`src/rtl/data_mem_responder.sv`:
```
// Word-organised data memory behind a valid/ready request channel and a valid/ready
// response channel; every request completes after a fixed, parameterised latency.
module data_mem_responder #(
    parameter int DEPTH_WORDS = 16,
    parameter int LATENCY     = 2
) (
    input  logic        clk,
    input  logic        rst,
    input  logic        req_valid,
    output logic        req_ready,
    input  logic        req_write,
    input  logic [31:0] req_addr,
    input  logic [31:0] req_wdata,
    input  logic [3:0]  req_wstrb,
    output logic        rsp_valid,
    input  logic        rsp_ready,
    output logic [31:0] rsp_rdata,
    output logic        rsp_err
);

    localparam int          IDX_W    = (DEPTH_WORDS > 1) ? $clog2(DEPTH_WORDS) : 1;
    localparam logic [29:0] DEPTH_U  = 30'(DEPTH_WORDS);
    localparam logic [2:0]  CNT_LOAD = 3'((LATENCY >= 2) ? (LATENCY - 2) : 0);

    typedef enum logic [1:0] {
        ST_IDLE = 2'd0,
        ST_BUSY = 2'd1,
        ST_RESP = 2'd2
    } state_t;

    state_t      state_r;
    state_t      state_s;
    logic [2:0]  cnt_r;
    logic [2:0]  cnt_s;
    logic        accept_s;
    logic        exec_s;

    logic        cap_write_r;
    logic [31:0] cap_addr_r;
    logic [31:0] cap_wdata_r;
    logic [3:0]  cap_wstrb_r;

    logic        op_write_s;
    logic [31:0] op_addr_s;
    logic [31:0] op_wdata_s;
    logic [3:0]  op_wstrb_s;
    logic        op_err_s;
    logic [IDX_W-1:0] op_idx_s;
    logic [31:0] op_pattern_s;
    logic [31:0] cur_word_s;
    logic [31:0] new_word_s;
    logic        mem_we_s;

    logic        req_ready_r;
    logic        rsp_valid_r;
    logic [31:0] rsp_rdata_r;
    logic        rsp_err_r;

    // Each word stores its difference from the power-up pattern, so an array that
    // starts out all-zero reads back as byte i = i mod 256 without any reset.
    logic [31:0] mem_r [0:DEPTH_WORDS-1];

    // Power-up contents of the word whose low byte address is {word_lsb, 2'b00}.
    function automatic logic [31:0] pattern_word(input logic [5:0] word_lsb);
        logic [7:0] base;
        base = {word_lsb, 2'b00};
        return {base + 8'd3, base + 8'd2, base + 8'd1, base};
    endfunction

    // Replace the bytes selected by strb with the matching bytes of wdata.
    function automatic logic [31:0] merge_bytes(input logic [31:0] old_word,
                                                input logic [31:0] wdata,
                                                input logic [3:0]  strb);
        logic [31:0] merged;
        merged = old_word;
        for (int k = 0; k < 4; k++) begin
            if (strb[k]) begin
                merged[8*k +: 8] = wdata[8*k +: 8];
            end
        end
        return merged;
    endfunction

    // Next-state and counter logic of the request sequencer.
    always_comb begin
        state_s  = state_r;
        cnt_s    = cnt_r;
        accept_s = 1'b0;
        exec_s   = 1'b0;
        case (state_r)
            ST_IDLE: begin
                if (req_valid) begin
                    accept_s = 1'b1;
                    if (LATENCY == 1) begin
                        state_s = ST_RESP;
                        exec_s  = 1'b1;
                    end else begin
                        state_s = ST_BUSY;
                        cnt_s   = CNT_LOAD;
                    end
                end else begin
                    state_s = ST_IDLE;
                end
            end
            ST_BUSY: begin
                if (cnt_r == 3'd0) begin
                    state_s = ST_RESP;
                    exec_s  = 1'b1;
                end else begin
                    cnt_s = cnt_r - 3'd1;
                end
            end
            ST_RESP: begin
                if (rsp_ready) begin
                    state_s = ST_IDLE;
                end else begin
                    state_s = ST_RESP;
                end
            end
            default: begin
                state_s = ST_IDLE;
                cnt_s   = 3'd0;
            end
        endcase
    end

    // Operand selection and memory datapath; with LATENCY=1 the access executes on the
    // accept edge, so the live request fields are used instead of the captured ones.
    always_comb begin
        if (state_r == ST_IDLE) begin
            op_write_s = req_write;
            op_addr_s  = req_addr;
            op_wdata_s = req_wdata;
            op_wstrb_s = req_wstrb;
        end else begin
            op_write_s = cap_write_r;
            op_addr_s  = cap_addr_r;
            op_wdata_s = cap_wdata_r;
            op_wstrb_s = cap_wstrb_r;
        end
        op_err_s     = (op_addr_s[1:0] != 2'b00) || (op_addr_s[31:2] >= DEPTH_U);
        op_idx_s     = op_addr_s[IDX_W+1:2];
        op_pattern_s = pattern_word(op_addr_s[7:2]);
        cur_word_s   = mem_r[op_idx_s] ^ op_pattern_s;
        new_word_s   = merge_bytes(cur_word_s, op_wdata_s, op_wstrb_s);
        mem_we_s     = exec_s & op_write_s & ~op_err_s & rst;
    end

    // Memory array write port; deliberately outside the reset domain.
    always_ff @(posedge clk) begin
        if (mem_we_s) begin
            mem_r[op_idx_s] <= new_word_s ^ op_pattern_s;
        end
    end

    // Sequencer state, down-counter and registered handshake flags.
    always_ff @(posedge clk or negedge rst) begin
        if (!rst) begin
            state_r     <= ST_IDLE;
            cnt_r       <= 3'd0;
            req_ready_r <= 1'b1;
            rsp_valid_r <= 1'b0;
        end else begin
            state_r     <= state_s;
            cnt_r       <= cnt_s;
            req_ready_r <= (state_s == ST_IDLE);
            rsp_valid_r <= (state_s == ST_RESP);
        end
    end

    // Request capture on the accept edge.
    always_ff @(posedge clk or negedge rst) begin
        if (!rst) begin
            cap_write_r <= 1'b0;
            cap_addr_r  <= 32'd0;
            cap_wdata_r <= 32'd0;
            cap_wstrb_r <= 4'd0;
        end else if (accept_s) begin
            cap_write_r <= req_write;
            cap_addr_r  <= req_addr;
            cap_wdata_r <= req_wdata;
            cap_wstrb_r <= req_wstrb;
        end
    end

    // Response payload: loaded when entering RESP, cleared after the handshake.
    always_ff @(posedge clk or negedge rst) begin
        if (!rst) begin
            rsp_rdata_r <= 32'd0;
            rsp_err_r   <= 1'b0;
        end else if (exec_s) begin
            rsp_rdata_r <= (op_err_s || op_write_s) ? 32'd0 : cur_word_s;
            rsp_err_r   <= op_err_s;
        end else if ((state_r == ST_RESP) && rsp_ready) begin
            rsp_rdata_r <= 32'd0;
            rsp_err_r   <= 1'b0;
        end
    end

    assign req_ready = req_ready_r;
    assign rsp_valid = rsp_valid_r;
    assign rsp_rdata = rsp_rdata_r;
    assign rsp_err   = rsp_err_r;

endmodule

```
`config.mk`:
```
export PLATFORM = sky130hd
export DESIGN_NAME = data_mem_responder
export DESIGN_NICKNAME = d
export VERILOG_FILES = /design/src/rtl/data_mem_responder.sv
export SDC_FILE = /design/constraint.sdc
export NUM_CORES = 1
export LEC_CHECK = 0
export CAP_MARGIN = 20
export CORE_MARGIN = 3
export CORE_UTILIZATION = 56
export DETAILED_ROUTE_END_ITERATION = 10
export GPL_ROUTABILITY_DRIVEN = 0
export GPL_TIMING_DRIVEN = 1
export PLACE_DENSITY = 0.74
export REMOVE_ABC_BUFFERS = 1
export SYNTH_ARGS = -nofsm -noshare
export SYNTH_HDL_FRONTEND = slang
export SYNTH_SLANG_ARGS = --single-unit
```
`constraint.sdc`:
```
create_clock -name clk -period 6.66 [get_ports clk]
set_clock_uncertainty 0.1 [all_clocks]
set_input_delay 1.332 -clock clk [delete_from_list [all_inputs] [get_ports clk]]
set_output_delay 1.332 -clock clk [all_outputs]
set_load 0.02 [all_outputs]
```
==> results.yml <==
cts:
  cts-resized-gates: 0
  cts_made_buffers: 60
  numClockSinks: 621
  cts_tree: "done"
  hold_buffers: 0
  path_clk_slew_ns: 0.06
  cts_setup_buffers: 0
  clockRootBuffer: "clkbuf_16"
  cts_buffer_depth: 3
  clk_latency_ns: 0.62
  h-tree-depth: 2
timing:
  slew_viol_final: 0
  hold_viol_final: 0
  setup_violations: 0
  post-route-min-period_ns: 4.85
  setup-tns-final_ns: 0
  slew_headroom: 0.265
  worst_slack_ns: 1.81
  hold_ws_ns: 0.383
  worstMarginPinSlew_ns: 1.10
  rsz0062_at_grt: "false"
  fin_crit_sh: 0.728
  fmax_mhz: 206
detailed_routing:
  firstDrtPassIters: 7
  drtAntennaViolNets: 0
  wl_met3_microns: 6330
  routed_wl_microns: 64300
  first_iter_violations: 1739
  drc: 0
  top_layer_used: "met4"
  via_per_inst: 6.53
  wl_met1_microns: 25200
  met2WireLength_microns: 30500
  vias: 15000
  wire_per_inst_microns: 27.9
logic_synthesis:
  yosys_most_used_dff: "edfxtp_1"
  synth-edff-count: 512
  ys_seq_area_frac: 0.705
  synth_xor_area_frac: 0.00648
  synth_warnings: 0
  synth_top_family_by_area: "multiplexers"
  yosys.area_share.adder: 0.000974
  synthArstFlopShare: 0.176
  synth_area_sq_um: 25700
  ys_types: 66
  netlist_instances: 1514
  ys_seq_elements: 621
  synth-compound-area-share: 0.0707
  synth_area_per_cell_sq_um: 17.0
  synthSimpleGateAreaFrac: 0.0492
  synthMuxAreaShare: 0.144
final_layout:
  num_antenna_cells: 0
  stdcell_count: 2306
  layout_common_cells: "edfxtp_1, dfrtp_1, mux2i_1"
  nNetsFinal: 1737
  final_area_sq_um: 29800
  drive_gt1_frac: 0.202
  utilization: 0.666
  layout_commonest_cell: "edfxtp_1"
  area_delta_synth_final_pct: 16.2
placed_design:
  placed_area_sq_um: 27700
  hpwl_microns: 37200
  place_inst: 2183
  dp_slack_ns: 1.22
  numPortBuffers: 107
outcome:
  status: "finished clean"
global_routing:
  grt_first_pass_wirelength_microns: 95800
  grtUsageTotal: 0.270
  antenna_found_initial: 0
  grt_pass1_vias: 15300
  grt.overflow.total: 0
  grt_max_degree: 72
die:
  die_height_microns: 220
  dieWidth_microns: 220
  dieArea_sq_um: 48500
  ios: 108
  start_util: 0.573
  rows: 77
  core_sq_um: 44800
critical_path:
  path_cells: "clkdlybuf4s50_1 > or3b_4 > nand2_8 > buf_12 > a2111oi_0 > nor4_1 > a211oi_1 > a221oi_1 > buf_4"
  cp_max_fo: 71
  worst_path_max_delay_cell: "or3b_4"
  cp.arrival_ns: 5.23
  path_buf_inv: 3
  cp_top_family: "simple AND/OR/NAND/NOR gates"
  crit_required_ns: 7.04
  slowest_delay_ns: 0.63
  crit_type: "primary input to flop"
  end_kind: "flop"
  cp-start-kind: "primary input"
power:
  powerDensity_nw_per_um2: 514
  vdd_drop_max_mv: 0.420
  p_leak_nw: 10.4
  power_mw: 15.3
flow_run:
  maxCapViolCount: 0
hold_path:
  min_path_type: "flop to flop"
## cell families after synthesis
| logic type | Yosys count |
|---|---|
| compound gates | 245 |
| xor+xnor | 19 |
| fa+ha+maj | 2 |
| buf+inv | 113 |
| flops | 621 |
| mux | 263 |
| simple gates | 251 |
## worst paths after layout
check | from | to | slack [ns] | cells past startpoint
worst max-delay path | req_addr[2] | mem_r[4][21] | 1.81 | 9
worst min-delay path | rsp_rdata[22] | rsp_rdata[22] | 0.38 | 1
worst max register to register | state_r[1] | mem_r[11][26] | 1.99 | 8
worst min register to register | rsp_rdata[22] | rsp_rdata[22] | 0.38 | 1
max in group asynchronous | rst | rsp_rdata[7] | 4.36 | 2
min in group asynchronous | rst | cap_addr_r[2] | 0.65 | 1
## synth_stat cells, types with 12 or more instances
cell	n	area, sq um
and3_1	48	300
buf_2	35	175
a311oi_1	19	166
a22oi_1	19	143
a2111oi_0	23	201
dfrtp_1	108	2700
nand2_1	64	240
nor2_1	68	255
nor4_1	18	113
clkbuf_1	31	116
mux2_2	73	822
edfxtp_1	512	15400
mux2i_1	113	1130
and2_1	12	75.1
o21ai_0	15	75.1
a31oi_1	12	75.1
mux4_2	69	1550
a211oi_1	28	210
a21oi_1	40	200
inv_1	24	90.1
o22a_1	17	149
## metal layers
layer	GRT usage	up-vias
met5	0	-
met4	0.0936	0
li1	-	6402
met2	0.434	798
met1	0.374	7689
met3	0.0566	160
## flip-flops by register name, indices dropped and copies added, names as in the netlist
signal	flops
rsp_err	1
mem_r	512
req_ready	1
cnt_r	3
cap_addr_r	32
cap_write_r	1
cap_wdata_r	32
rsp_rdata	32
rsp_valid	1
cap_wstrb_r	4
state_r	2
## where the power goes
part	internal, mW	switching [mW]	total, mW
registers	5.82	0.161	5.98
clock network	2.16	1.44	3.60
logic	2.07	3.69	5.76
## area by class of cell
class,count,area (sq um)
Fill cell,3026,14900
Clock inverter,37,472
Sequential cell,621,18100
Tap cell,592,741
Inverter,24,90.1
Clock buffer,77,1640
Multi-Input combinational cell,780,7170
Timing Repair Buffer,175,1630
Power figures use the tool's default switching activity.
